$ cat src/rtl/t03_wb_scheduler.sv
// t03_wb_scheduler
// Write-back scheduler for the 32x32 register file. Two requesters share the
// single write port: the execute path (ALU result / JAL link) and the
// load-return path. Execute writes are buffered in a small FIFO while a load
// return owns the port. One load may be outstanding at a time. Decode receives
// a hazard flag for any source register whose write has not landed yet.
//
// Ports:
//   clk, reset_n                 clock, asynchronous active-low reset
//   ex_valid/ex_ready/ex_rd/ex_data
//                                execute write request; ready = FIFO not full
//   ld_issue/ld_issue_ready/ld_rd
//                                load issue; ready = no load outstanding
//   mem_valid/mem_data           load data return
//   rs1_idx/rs2_idx/hazard       decode source indices and stall flag
//   rf_we/rf_waddr/rf_wdata      registered register-file write port
//   stall_cnt                    (T03_WB_STATS_EN only) saturating count of
//                                cycles with ex_valid=1 and ex_ready=0
//
// Optional feature macro: T03_WB_STATS_EN
//
// Load FSM states:
//   state | meaning
//   IDLE  | no load outstanding; ld_issue accepted
//   WAIT  | load outstanding; waiting for mem_valid

module t03_wb_scheduler #(
  parameter int AW        = 5,
  parameter int DW        = 32,
  parameter int BUF_DEPTH = 2
) (
  input  logic          clk,
  input  logic          reset_n,
  input  logic          ex_valid,
  output logic          ex_ready,
  input  logic [AW-1:0] ex_rd,
  input  logic [DW-1:0] ex_data,
  input  logic          ld_issue,
  output logic          ld_issue_ready,
  input  logic [AW-1:0] ld_rd,
  input  logic          mem_valid,
  input  logic [DW-1:0] mem_data,
  input  logic [AW-1:0] rs1_idx,
  input  logic [AW-1:0] rs2_idx,
  output logic          hazard,
  output logic          rf_we,
  output logic [AW-1:0] rf_waddr,
`ifdef T03_WB_STATS_EN
  output logic [DW-1:0] rf_wdata,
  output logic [15:0]   stall_cnt
`else
  output logic [DW-1:0] rf_wdata
`endif
);

  typedef enum logic {
    IDLE = 1'b0,
    WAIT = 1'b1
  } ld_state_t;

  ld_state_t     state;
  logic [AW-1:0] pend_rd;
  logic          squash;

  // FIFO kept as packed shift registers: entry 0 is the head, a pop shifts
  // everything down by one slot, so no pointers are needed for any depth.
  logic [BUF_DEPTH-1:0]    vld_q, vld_n;
  logic [BUF_DEPTH*AW-1:0] rd_q, rd_n;
  logic [BUF_DEPTH*DW-1:0] dat_q, dat_n;

  logic ex_acc, ex_wr, ld_ret, ld_wr;
  logic fifo_pop, fifo_push, ex_bypass;
  logic fifo_hit1, fifo_hit2, hit1, hit2;

  // Readiness ignores a same-cycle pop so it never depends on the load path.
  assign ex_ready  = ~vld_q[BUF_DEPTH-1];
  assign ex_acc    = ex_valid & ex_ready;
  // Writes to x0 are accepted but never enter the FIFO or the write port.
  assign ex_wr     = ex_acc & (ex_rd != '0);
  assign ld_ret    = (state == WAIT) & mem_valid;
  assign ld_wr     = ld_ret & ~squash & (pend_rd != '0);
  assign fifo_pop  = ~ld_ret & vld_q[0];
  assign ex_bypass = ~ld_ret & ~vld_q[0] & ex_wr;
  assign fifo_push = ex_wr & ~ex_bypass;

  always_comb begin
    vld_n = vld_q;
    rd_n  = rd_q;
    dat_n = dat_q;
    if (fifo_pop) begin
      vld_n = vld_q >> 1;
      rd_n  = rd_q >> AW;
      dat_n = dat_q >> DW;
    end
    if (fifo_push) begin
      // Entries stay contiguous from slot 0, so the first free slot after
      // the optional shift is the tail.
      for (int i = BUF_DEPTH - 1; i >= 0; i--) begin
        if (!vld_n[i] && (i == 0 || vld_n[(i > 0) ? i - 1 : 0])) begin
          vld_n[i]            = 1'b1;
          rd_n[i*AW +: AW]    = ex_rd;
          dat_n[i*DW +: DW]   = ex_data;
        end
      end
    end
  end

  always_ff @(posedge clk or negedge reset_n) begin
    if (!reset_n) begin
      vld_q <= '0;
      rd_q  <= '0;
      dat_q <= '0;
    end else begin
      vld_q <= vld_n;
      rd_q  <= rd_n;
      dat_q <= dat_n;
    end
  end

  always_comb begin
    fifo_hit1 = 1'b0;
    fifo_hit2 = 1'b0;
    for (int i = 0; i < BUF_DEPTH; i++) begin
      if (vld_q[i] && rd_q[i*AW +: AW] == rs1_idx) fifo_hit1 = 1'b1;
      if (vld_q[i] && rd_q[i*AW +: AW] == rs2_idx) fifo_hit2 = 1'b1;
    end
  end

  // A squashed load never writes, so it is not a hazard source.
  assign hit1 = (rs1_idx != '0) &
                (((state == WAIT) & ~squash & (pend_rd == rs1_idx)) |
                 fifo_hit1 |
                 (rf_we & (rf_waddr == rs1_idx)) |
                 (ex_acc & (ex_rd == rs1_idx)));
  assign hit2 = (rs2_idx != '0) &
                (((state == WAIT) & ~squash & (pend_rd == rs2_idx)) |
                 fifo_hit2 |
                 (rf_we & (rf_waddr == rs2_idx)) |
                 (ex_acc & (ex_rd == rs2_idx)));
  assign hazard = hit1 | hit2;

  always_ff @(posedge clk or negedge reset_n) begin
    if (!reset_n) begin
      rf_we    <= 1'b0;
      rf_waddr <= '0;
      rf_wdata <= '0;
    end else begin
      rf_we <= ld_wr | fifo_pop | ex_bypass;
      if (ld_wr) begin
        rf_waddr <= pend_rd;
        rf_wdata <= mem_data;
      end else if (fifo_pop) begin
        rf_waddr <= rd_q[AW-1:0];
        rf_wdata <= dat_q[DW-1:0];
      end else if (ex_bypass) begin
        rf_waddr <= ex_rd;
        rf_wdata <= ex_data;
      end
    end
  end

  always_ff @(posedge clk or negedge reset_n) begin
    if (!reset_n) begin
      state          <= IDLE;
      pend_rd        <= '0;
      squash         <= 1'b0;
      ld_issue_ready <= 1'b1;
    end else begin
      case (state)
        IDLE: begin
          if (ld_issue) begin
            pend_rd        <= ld_rd;
            squash         <= 1'b0;
            state          <= WAIT;
            ld_issue_ready <= 1'b0;
          end
        end
        WAIT: begin
          // A younger execute write to the same register makes the load
          // result stale; drop it instead of overwriting newer data.
          if (ex_acc && ex_rd == pend_rd && pend_rd != '0) squash <= 1'b1;
          if (mem_valid) begin
            state          <= IDLE;
            ld_issue_ready <= 1'b1;
          end
        end
        default: begin
          state          <= IDLE;
          ld_issue_ready <= 1'b1;
        end
      endcase
    end
  end

`ifdef T03_WB_STATS_EN
  always_ff @(posedge clk or negedge reset_n) begin
    if (!reset_n) begin
      stall_cnt <= '0;
    end else if (ex_valid && !ex_ready && stall_cnt != 16'hFFFF) begin
      stall_cnt <= stall_cnt + 16'd1;
    end
  end
`endif

endmodule

$ cat config.mk
export PLATFORM = sky130hd
export DESIGN_NAME = t03_wb_scheduler
export DESIGN_NICKNAME = d
export VERILOG_FILES = /design/src/rtl/t03_wb_scheduler.sv
export SDC_FILE = /design/constraint.sdc
export NUM_CORES = 1
export LEC_CHECK = 0
export BUFFER_PORTS_ARGS = -buffer_cell sky130_fd_sc_hd__buf_2
export CAP_MARGIN = 20
export CORE_MARGIN = 8
export CORE_UTILIZATION = 45
export CTS_CLUSTER_DIAMETER = 30
export CTS_CLUSTER_SIZE = 28
export DETAILED_ROUTE_END_ITERATION = 7
export PLACE_DENSITY_LB_ADDON = 0.2
export SLEW_MARGIN = 20
export SYNTH_ARGS = -nofsm -noshare
export SYNTH_HDL_FRONTEND = slang
export SYNTH_SLANG_ARGS = --single-unit
$ cat constraint.sdc
create_clock -name clk -period 2 [get_ports clk]
set_input_delay 0.1 -clock clk [delete_from_list [all_inputs] [get_ports clk]]
set_output_delay 0.1 -clock clk [all_outputs]
set_load 0.005 [all_outputs]
# Word level (Yosys, flattened, before mapping)
# Index checks and enable logic that the tools add are counted.
[word_totals]
in_bits = 89
word_cells = 102
out_inout_bits = 41
ff_bits = 122
[op_classes]
reduce_logical = 16
bitwise = 33
eq_ne = 14
n_mux = 29
[op_table]
columns = ["op", "n"]
rows = [
  ["32-bit two-way mux", 5],
  ["64-bit two-way mux", 2],
  ["5-bit == test", 11],
  ["5-bit two-way mux", 5],
  ["10-bit two-way mux", 2],
  ["5-bit nonzero test", 4],
  ["1-bit bitwise AND", 18],
  ["1-bit two-way mux", 10],
  ["1-bit bitwise OR", 9],
  ["1-bit logical AND", 7],
  ["1-bit NOT", 6],
  ["1-bit one-hot mux with 2 select lines", 3],
  ["2-bit AND reduction", 3],
  ["2-bit two-way mux", 2],
  ["2-bit inequality test (second input constant)", 2],
  ["3-bit nonzero test", 1],
  ["2-bit by 1-bit inequality test with 1-bit output (second input constant)", 1],
  ["1-bit zero test", 1],
]

# Depth between registers and ports, before layout
# Gate-level depths: netlist of the first run.
[depth]
word_depth = 9
depth_mapped = 9

# Least setup slack after synthesis of the first run
# OpenSTA, ideal clock, no wires.
[synth_timing]
kind = "reg2reg"
start = "register pend_rd[2]"
end = "register rf_waddr[0]"
setup_time_ns = 0.121
path_stages_with_launch = 8
path_slack_ns = 0.057
arrival_ns = 1.822
period_less_slack_ns = 1.943
path_cell_list = "dfrtp_1 > clkbuf_1 > or4_1 > o21ai_4 > and2_4 > buf_12 > buf_6 > o21ai_2"
[synth_via]
elab_chain_len = 3
elab_cells_between_ends = 4
[synth_lines]
columns = ["element", "line", "rtl"]
rows = [
  ["start, declared", "62", "logic [AW-1:0] pend_rd;"],
  ["start signal, assigned", "172", "pend_rd <= ld_rd;"],
  ["5-bit nonzero test *", "81", "assign ld_wr = ld_ret & ~squash & (pend_rd != '0);"],
  ["1-bit bitwise AND *", "81", ""],
  ["3-bit nonzero test (no line) / 5-bit two-way mux (equally long branches)", "-", ""],
  ["end signal, assigned", "150", "rf_waddr <= pend_rd;"],
  ["end signal, assigned", "153", "rf_waddr <= rd_q[AW-1:0];"],
  ["end signal, assigned", "156", "rf_waddr <= ex_rd;"],
  ["end, declared", "47", "output logic [AW-1:0] rf_waddr,"],
]
# Every way passes the cells marked *; elsewhere a longest branch is shown, timed or not.
# A chain may end at the register's enable or synchronous reset.

# Worst setup path after layout of the first run
[layout_timing]
start = "register rd_q[5]"
end = "output hazard"
[layout_via]
elab_chain_len = 8
elab_cells_between_ends = 15
[layout_lines]
columns = ["element", "line", "rtl"]
rows = [
  ["start, declared", "68", "logic [BUF_DEPTH*AW-1:0] rd_q, rd_n;"],
  ["start signal, assigned", "115", "rd_q <= rd_n;"],
  ["5-bit == test (on tied branches)", "124, 125", ""],
  ["1-bit logical AND (on tied branches)", "124, 125", ""],
  ["1-bit two-way mux (on tied branches)", "124, 125", ""],
  ["1-bit bitwise OR (on tied branches)", "131, 136", ""],
  ["1-bit bitwise OR (on tied branches)", "132, 137", ""],
  ["1-bit bitwise OR (on tied branches)", "133, 138", ""],
  ["1-bit bitwise AND (on tied branches)", "130, 135", ""],
  ["1-bit bitwise OR *", "140", "assign hazard = hit1 | hit2;"],
  ["end, declared", "45", "output logic hazard,"],
]
# Marked as above.

==> results of run 1 <==
==> worst max-delay path, delay by kind of cell, from the launching register on <==
kind,cells,cell delay (ns)
DFF,1,0.42
xor gates and xnor gates,1,0.16
and+or+nand+nor,3,0.64
AOI/OAI and AO/OA,1,0.11
buffers and inverters,1,0.12
==> final timing paths <==
path / from / end / depth (start not counted)
setup reg to reg: pend_rd[1] / rf_wdata[17] / 6
min in group asynchronous: reset_n / squash / 2
setup / recovery: rd_q[5] / hazard / 6
hold reg to reg: rf_wdata[6] / rf_wdata[6] / 2
max in group asynchronous: reset_n / rf_wdata[30] / 3
hold / removal: mem_data[18] / rf_wdata[18] / 3
==> layout by cell type (no fill, tap or decap), types with 4 or more instances in the layout <==
cell type,Yosys,routed
buf_2,15,128
nand3_1,43,43
buf_4,4,26
dfrtp_1,121,120
xnor2_1,21,19
xor2_1,34,34
nor2_1,48,48
clkinvlp_4,0,5
o21ai_2,35,36
o21ai_0,39,38
buf_12,2,10
a31oi_1,39,39
o21ai_1,39,38
nor4_1,8,7
nand2_1,273,272
clkinv_4,0,4
dlygate4sd3_1,0,70
nand2_2,7,7
clkbuf_16,0,17
or4_1,4,4
==> area by class of cell <==
cell class / instances / area, um^2 / area share
Inverter: 4 / 15.0 / 0.00170
Tap cell: 184 / 230 / 0.0261
Sequential cell: 122 / 3060 / 0.347
Multi-Input combinational cell: 609 / 3170 / 0.359
Antenna cell: 1 / 2.50 / 0.000284
Clock inverter: 15 / 178 / 0.0202
Timing Repair Buffer: 234 / 1740 / 0.197
Clock buffer: 17 / 425 / 0.0483
==> registers in the layout, indices dropped and copies added, names as in the netlist <==
| signal | count |
|---|---|
| dat_q | 64 |
| rf_wdata | 32 |
| rd_q | 10 |
| pend_rd | 5 |
| rf_waddr | 5 |
| vld_q | 2 |
| ld_issue_ready | 1 |
| rf_we | 1 |
| squash | 1 |
| state | 1 |
==> through the flow <==
step                instance area [um^2]  setup TNS, ns  instances  total power, mW  setup WS (ns)
global route                        8810        -0.0954       1186             12.2        -0.0954
detailed placement                  7410              0       1075             8.06          0.146
floorplan                           6580              0        806             6.84         0.0570
global placement                    7410              0       1075             7.97          0.172
CTS                                 8770       -0.00502       1184             11.4       -0.00502
finish                              8810              0       1186             11.3         0.0330
==> power breakdown <==
group	total, mW	switching [mW]	leakage (nW)	internal, mW
Combinational	3.97	2.14	2.31	1.83
Clock	3.12	1.16	0.281	1.95
Sequential	4.26	0.693	1.53	3.56
==> routing by layer <==
layer  up-vias  GRT usage  share of wire
li1       3035          -              -
met1      2805      0.258           0.46
met2       133      0.297           0.47
met3        23     0.0430          0.052
met4         0     0.0688          0.014
met5         -          0              0
==> logic make-up (layout without fill, tap and decap cells) <==
logic type                count (synthesis)  in the layout  synth area share
AOI/OAI and AO/OA                       160            160             0.154
xor gates and xnor gates                 55             55            0.0732
buffers and inverters                    75            270            0.0625
DFF                                     122            122             0.464
other                                     0              1                 0
and+or+nand+nor                         394            394             0.246
==> repair_timing <==
| item | CTS | global route |
|---|---|---|
| setup endpoints to repair | 1 | 19 |
| pin swaps | 12 | 6 |
| hold buffers | 70 | 0 |
| resized for setup | 3 | 6 |
| buffers inserted | 7 | 1 |
| hold endpoints to repair | 141 | 0 |
==> key figures, run 1 <==
STA
  • Fmax achieved: approximately 0.5 GHz
  • Max-slew violation count: 0
  • Worst hold margin: between 0.02 and 0.025 ns
  • RSZ-0062 raised after global routing: true
  • Clock Skew: ~0.0094 ns
  • # setup viols final: 0
  • Clock period minus worst slack: 1.97 ns
  • Final hold violations: 0
  • Slew @ Worst Pin: around 0.76 ns
  • Worst rel slew slack: 0.493
  • Period utilisation layout: 0.983

Floorplan
  • FP Rows: 44
  • Core ar.: roughly 0.014 mm^2
  • Die W: approximately 140 um
  • Die Footprint: between 0.015 and 0.02 mm^2
  • Die H: approximately 140 um
  • Starting Density: 0.456
  • Total I/O pin count: 130

Global route
  • Largest net degree at the start of global routing: around 90
  • Total grt overflow: 0
  • First-pass GRT wire length: slightly below 30000 um
  • GRT Total Usage: 0.192
  • Vias in the first global route: approximately 5700
  • Initial antenna violation count: 1

Yosys
  • Synth area leader: dfrtp_1
  • Library cells used by synthesis: 38
  • Synthesized area: 0.00658 mm^2
  • Post-synth top area share: 0.460
  • Ys Warns: 0
  • #FFs+latches synth: approximately 120
  • Synthesized net count: between 800 and 900
  • Post-synth EDFFs: 0
  • Sequential share of the synthesized area: 0.464
  • Most common cell in the netlist: nand2_1
  • Main synth FF type: dfrtp_1
  • Cells after synthesis: about 810
  • Asr flop ratio synth: 1.00
  • Synthesized area per cell: 8.17 um^2
  • Top cells by count, synth: 273 x nand2_1, 121 x dfrtp_1, 48 x nor2_1
  • Main area contributors after synthesis: dfrtp_1 46%, nand2_1 16%, o21ai_2 4.7%

Pwr
  • Static leakage: slightly above 4 nW
  • Power density over the cells: ~1300 mW/mm^2
  • Max VDD drop: approximately 0.75 mV

Route
  • WL/cell: between 10 and 15 um
  • Via/cell ratio: a little over 5
  • Routed Antenna Nets: 0
  • Initial drt markers: 330
  • Drt pass-1 iters: 5
  • DRC violations left: 0
  • Vias: between 5000 and 6000
  • DRT Wirelength: 17500 um

Setup path
  • Critical-path top delay cell: dfrtp_1
  • Worst EP required: approximately 1.9 ns
  • R2R Setup Slk: between 0.1 and 0.15 ns
  • CP Capture Type: output pin
  • CP peak stage delay: approximately 0.42 ns
  • Crit path launch type: flop
  • Critical-path cell list: xor2_1, nor4_1, nand3_1, and4_1, o21ai_2, buf_2
  • Crit path kind: reg2out
  • CP max FO: 4
  • Worst EP arrival: 1.87 ns

Flow run
  • Max Cap Violations: 0

CTS
  • CTS tree: built
  • Worst-skew pair later-pin latency: ~0.42 ns
  • Clk buf depth: 2
  • Num CTS Buffers: 17
  • Root Buffer: clkbuf_16
  • Clock sink total: between 100 and 150
  • H-tree depth: 4
  • Worst-path clk slew: about 0.050 ns

Layout
  • Layout cells sized above 1: 0.253
  • Nets: roughly 1100
  • Fin util: 0.611
  • Layout area overhead: 33.9%
  • Fillers: around 1300

Placement
  • RePlAce Congestion: 0.830
  • Port bufs: 129
  • Hpwl dp: 11500 um

Hold path
  • Hold Crit Class: in2reg

Status
  • Status: finished clean
Power figures use the tool's default switching activity.
==> run 2, diff against run 1 <==
Settings changed: CORE_UTILIZATION 45 to 50.
==> run 2 against run 1 <==
Compared with the run above: the run now ends with setup timing left; first-iteration DRC count increased by 43%; utilization up 5.5 points; design area shrank 1.5%; final cell count is 1.1% lower; via count increased by 1.6%; wire length rose by 3.2%; fmax fell by 2.5%.
==> key figures, run 2 (synthesized netlist as in run 1, its figures left out) <==
Pwr
  • Power density over the cells: ~1300 mW/mm^2
  • Max VDD drop: 0.631 mV
  • Static leakage: between 4 and 5 nW

Setup path
  • Crit path kind: reg2out
  • CP max FO: 3
  • Worst EP required: around 1.9 ns
  • R2R Path Start: pend_rd[1]
  • R2R Setup Slk: about 0.10 ns
  • Worst EP arrival: about 1.9 ns
  • Reg2Reg Capture Point: rf_waddr[3]
  • R2R cell count: 6
  • Crit path launch type: flop
  • CP Capture Type: output pin

CTS
  • Clk buf depth: 2
  • Worst-path clk slew: 0.05 ns
  • Num CTS Buffers: 17
  • H-tree depth: 4
  • Clock sink total: between 100 and 150
  • Root Buffer: clkbuf_16
  • Worst-skew pair later-pin latency: 0.41 ns
  • CTS tree: built

STA
  • Period utilisation layout: 1.01
  • Setup slack after layout: -0.0172 ns
  • Worst hold margin: between 0.007 and 0.008 ns
  • Clock Skew: between 0.008 and 0.009 ns
  • Fmax achieved: 0.496 GHz
  • Max-slew violation count: 0
  • Clock period minus worst slack: 2.02 ns
  • # setup viols final: 1
  • RSZ-0062 raised after global routing: true
  • Worst rel slew slack: 0.499
  • Setup TNS: -0.0172 ns
  • Final hold violations: 0
  • Slew @ Worst Pin: around 0.75 ns

Layout
  • Largest regs: dat_q x64, rf_wdata x32, rd_q x10
  • Largest register by flop count: dat_q
  • ANT cells: 0
  • Layout area overhead: 31.9%
  • Commonest non-fill, non-tap cell in the layout: nand2_1
  • Most frequent cells in the layout: 272 x nand2_1, 128 x buf_2, 119 x dfrtp_1
  • Layout cells sized above 1: 0.244
  • Finished Layout Cells: 1173
  • Nets: about 1100
  • Fillers: roughly 1100
  • Largest register FFs: 64

Flow run
  • Max Cap Violations: 0

Status
  • Status: finished, violations left
  • Failing checks: setup timing

Global route
  • Total grt overflow: 0
  • Largest net degree at the start of global routing: 123
  • First-pass GRT wire length: about 29000 um
  • GRT Total Usage: 0.217
  • Initial antenna violation count: 0
  • Vias in the first global route: about 6000

Floorplan
  • FP Rows: 42
  • Die Footprint: 0.0171 mm^2
  • Die W: 131 um
  • Total I/O pin count: 130
  • Core ar.: about 0.013 mm^2
  • Starting Density: 0.505
  • Die H: 131 um

Route
  • Drt pass-1 iters: 6
  • WL/cell: 15.4 um
  • DRT Wirelength: 18100 um
  • Via/cell ratio: slightly above 5
  • DRC violations left: 0
  • Vias: between 6000 and 7000
  • Initial drt markers: ~470
  • Routed Antenna Nets: 0

Hold path
  • Hold Path Depth: 3
  • Hold Crit Class: in2reg
  • Hold Path End: rf_wdata[14]
  • Hold_sp: mem_data[14]

Placement
  • Placed Cells: ~1100
  • Hpwl dp: ~11000 um
  • Port bufs: around 130
  • RePlAce Congestion: ~0.9
## run 2: cell count changes in the layout (fill, tap and decap cells not counted), moves of 2 or more
| cell | change |
|---|---|
| clkinvlp_4 | -4 |
| xnor2_2 | -2 |
| buf_4 | -5 |
| clkinv_2 | +5 |
| xnor2_1 | +2 |
| clkbuf_1 | +3 |
| bufinv_16 | -3 |
| clkbuf_8 | +3 |
| clkinv_4 | -4 |
## run 2: metrics by stage
| stage | instance area (um^2) | setup WS, ns | total power, mW | utilization |
|---|---|---|---|---|
| after floorplan | 6580 | 0.0570 | 6.84 | - |
| after CTS | 8640 | 0.000207 | 11.0 | 0.663 |
| after detailed placement | 7370 | 0.114 | 8.07 | 0.566 |
| after global routing | 8680 | -0.100 | 11.9 | 0.666 |
| after global placement | 7370 | 0.146 | 7.98 | 0.566 |
| final | 8680 | -0.0172 | 11.1 | 0.666 |
## run 2: layout make-up
class | count | area (um^2) | area share
repair buffers | 230 | 1730 | 0.199
inverters | 4 | 15.0 | 0.00173
clock buffers | 23 | 478 | 0.0551
flip-flops and latches | 122 | 3060 | 0.352
multi-input cells | 609 | 3140 | 0.361
clock inverters | 9 | 47.5 | 0.00548
well taps | 176 | 220 | 0.0254
## run 2: timing repair
item | CTS | global route
endpoints found under the setup margin | 1 | 38
buffers inserted | 7 | 1
pin swaps | 7 | 5
hold buffers | 69 | 0
endpoints found under the hold margin | 221 | 0
gates resized for setup | 3 | 3
gates cloned | 0 | 1
## run 2: critical path, cell delays in order (launching register included)
cell and delay [ns]:
dfrtp_1 0.42, xor2_1 0.18, nor4_1 0.29, nand3_1 0.13, and4_1 0.21, o21ai_1 0.14, buf_2 0.14
## run 2: power by group
part | internal, mW | switching [mW] | total (mW)
clock | 1.66 | 1.06 | 2.72
sequential | 3.57 | 0.712 | 4.28
combinational | 1.87 | 2.20 | 4.08
## run 2: how the worst max path moves through the flow
stage	start	to	slack [ns]	cells past startpoint
2_1_floorplan	pend_rd[2]	rf_waddr[0]	0.06	7
3_3_place_gp	ex_rd[2]	rf_wdata[23]	0.15	8
3_5_place_dp	pend_rd[1]	rf_wdata[19]	0.11	6
4_1_cts	rd_q[5]	hazard	0.0002	6
5_1_grt	rf_waddr[1]	hazard	-0.10	6
6_report	rd_q[7]	hazard	-0.02	6
## run 2: per-layer routing
metal / GRT usage / routed length (um) / vias up
met3: 0.0463 / 1050 / 41
met5: 0 / 0 / -
li1: - / - / 3015
met2: 0.341 / 8640 / 200
met1: 0.283 / 7900 / 2838
met4: 0.0993 / 478 / 0
==> run 3, diff against run 2 <==
Settings changed: ABC_AREA set to 1.
==> run 3 against run 2 <==
Compared with the run above: the flow now finishes without violations; clock power up 8.5%; sequential cell count unchanged; highest routed layer unchanged; register-to-register slack better by 0.02 ns.
==> key figures, run 3 <==
Status
  • Status: finished clean

CTS
  • Clock sink total: 122
  • Root Buffer: clkbuf_16
  • Worst-path clk slew: approximately 0.05 ns
  • CTS tree: built
  • H-tree depth: 4
  • Clk buf depth: 2
  • Worst-skew pair later-pin latency: between 0.4 and 0.5 ns
  • Num CTS Buffers: 17

Global route
  • First-pass GRT wire length: about 38000 um
  • GRT Total Usage: 0.256
  • Vias in the first global route: about 7400
  • Largest net degree at the start of global routing: between 70 and 80
  • Initial antenna violation count: 0
  • Total grt overflow: 0

Setup path
  • Reg2Reg Capture Point: dat_q[19]
  • R2R Setup Slk: approximately 0.12 ns
  • Critical-path cell list: dlygate4sd3_1, buf_2, inv_2, nand2_1, o21ai_1, inv_2, o21ai_4, nor2_2, nand2_1, nand2_1
  • CP Capture Type: flop
  • Critical path's top delay family: simple AND/OR/NAND/NOR gates
  • CP max FO: 18
  • Crit path launch type: primary input
  • CP peak stage delay: around 0.75 ns
  • R2R cell count: 6
  • Crit path kind: in2reg
  • R2R Path Start: state
  • Critical-path top delay cell: nor2_2
  • Critical path buffer and inverter count: 4
  • CP most frequent cell: nand2_1
  • Worst EP required: approximately 2.4 ns
  • Worst EP arrival: around 2.3 ns

Route
  • DRC violations left: 0
  • Routed Antenna Nets: 0
  • WL/cell: between 15 and 20 um
  • Drt pass-1 iters: 5
  • Vias: around 7500
  • Via/cell ratio: roughly 5.5
  • Initial drt markers: approximately 810
  • DRT Wirelength: roughly 23000 um

Yosys
  • Library cells used by synthesis: 31
  • Synthesized area per cell: roughly 7 um^2
  • Main synth FF type: dfrtp_1
  • Cells after synthesis: 997
  • Main area contributors after synthesis: dfrtp_1 43%, nand2_1 18%, nand3_1 11%
  • Most common cell in the netlist: nand2_1
  • Ys Warns: 0
  • Synthesized area: between 0.007 and 0.008 mm^2
  • Synthesized net count: between 1000 and 1500
  • Asr flop ratio synth: 1.00
  • #FFs+latches synth: roughly 120
  • Synth area leader: dfrtp_1
  • Top cells by count, synth: 341 x nand2_1, 149 x nand3_1, 121 x dfrtp_1
  • Post-synth EDFFs: 0
  • Post-synth top area share: 0.429
  • Sequential share of the synthesized area: 0.432

Floorplan
  • Core ar.: between 0.01 and 0.015 mm^2
  • Total I/O pin count: 130
  • Starting Density: 0.511
  • Die W: ~130 um
  • Die H: about 130 um
  • FP Rows: between 40 and 50
  • Die Footprint: 0.0182 mm^2

Layout
  • Layout cells sized above 1: 0.180
  • Register area: around 0.003 mm^2
  • Layout area overhead: 30.0%
  • Commonest non-fill, non-tap cell in the layout: nand2_1
  • Largest register by flop count: dat_q
  • Largest regs: dat_q x64, rf_wdata x32, rd_q x10
  • Largest register FFs: between 60 and 70
  • Area of the multi-input gates: about 0.0034 mm^2
  • Nets: between 1000 and 1500
  • Most frequent cells in the layout: 339 x nand2_1, 149 x nand3_1, 128 x buf_2
  • ANT cells: 0
  • Final instance area: 0.00919 mm^2
  • Fillers: between 1000 and 1500

Hold path
  • Hold Path Depth: 4
  • Hold_sp: mem_data[10]
  • Hold Path End: rf_wdata[10]
  • Hold Crit Class: in2reg

Placement
  • Placed inst area: 0.00793 mm^2
  • Dpl ws: ~0.12 ns
  • RePlAce Congestion: between 0.9 and 1
  • Hpwl dp: between 10000 and 15000 um
  • Port bufs: between 100 and 150

STA
  • Max-slew violation count: 0
  • Fmax achieved: between 0.5 and 0.6 GHz
  • Worst rel slew slack: 0.364
  • Setup slack after layout: ~0.098 ns
  • Setup TNS: 0 ns
  • Final hold violations: 0
  • RSZ-0062 raised after global routing: false
  • Clock period minus worst slack: roughly 1.9 ns
  • # setup viols final: 0
  • Period utilisation layout: 0.951
  • Clock Skew: 0.00488 ns
  • Slew @ Worst Pin: 0.953 ns

Flow run
  • Max Cap Violations: 0

Pwr
  • Static leakage: ~4.8 nW
  • Power density over the cells: 1320 mW/mm^2
  • Max VDD drop: 0.996 mV
==> run 3: what timing repair did <==
item / 4_1_cts / 5_1_grt
endpoints found under the hold margin: 219 / 0
setup buffers: 0 / 0
gates resized for setup: 0 / 3
hold buffers: 67 / 0
endpoints found under the setup margin: 0 / 21
==> run 3: area by class of cell <==
class                   count  area share
flip-flops and latches    122       0.333
repair buffers            221       0.176
inverters                  77      0.0315
clock buffers              25      0.0550
clock inverters             6     0.00681
multi-input cells         738       0.374
well taps                 180      0.0245
==> run 3: where the power goes <==
group / internal (mW) / switching (mW)
sequential: 3.52 / 0.600
combinational: 1.87 / 3.18
clock: 1.86 / 1.09
total: 7.25 / 4.87
==> run 3: worst max-delay path by stage <==
stage / start / end / depth (start not counted) / slack, ns
after CTS: state / dat_q[17] / 6 / 0.10
after detailed placement: state / dat_q[17] / 6 / 0.12
after global placement: state / dat_q[9] / 6 / 0.17
after floorplan: pend_rd[3] / rf_wdata[0] / 8 / 0.54
final: ex_rd[2] / dat_q[19] / 10 / 0.1
after global routing: pend_rd[2] / hazard / 10 / 0.01
==> run 3: layer usage <==
metal | vias to the layer above | global-route usage | wire, um
met1 | 3522 | 0.336 | 9880
met3 | 38 | 0.0639 | 1670
met4 | 0 | 0.0873 | 416
li1 | 3597 | - | -
met5 | - | 0 | 0
met2 | 333 | 0.404 | 10800
==> run 3: worst reg2reg max path, stage by stage, from the launching register on <==
cell and delay (ns):
dfrtp_1 0.42, nand2_2 0.17, inv_1 0.17, o21ai_4 0.09, nor2_2 0.75, nand2_1 0.10, nand2_1 0.11
==> run 3: logic make-up after synthesis <==
kind of cell,Yosys count,synth area share
AND/OR/NAND/NOR,575,0.349
AO/OA/AOI/OAI,156,0.126
buffers and inverters,138,0.0848
flip-flops,122,0.432
XOR/XNOR,6,0.00744
==> run 3: per-stage QoR <==
stage	instances	hold slack [ns]	util	power [mW]
2_1_floorplan	997	-0.196	-	7.31
3_3_place_gp	1270	0.0331	0.574	8.88
3_5_place_dp	1270	0.0339	0.574	8.98
4_1_cts	1368	0.00228	0.663	12.1
5_1_grt	1369	0.0137	0.664	13.1
6_report	1369	0.00861	0.664	12.1
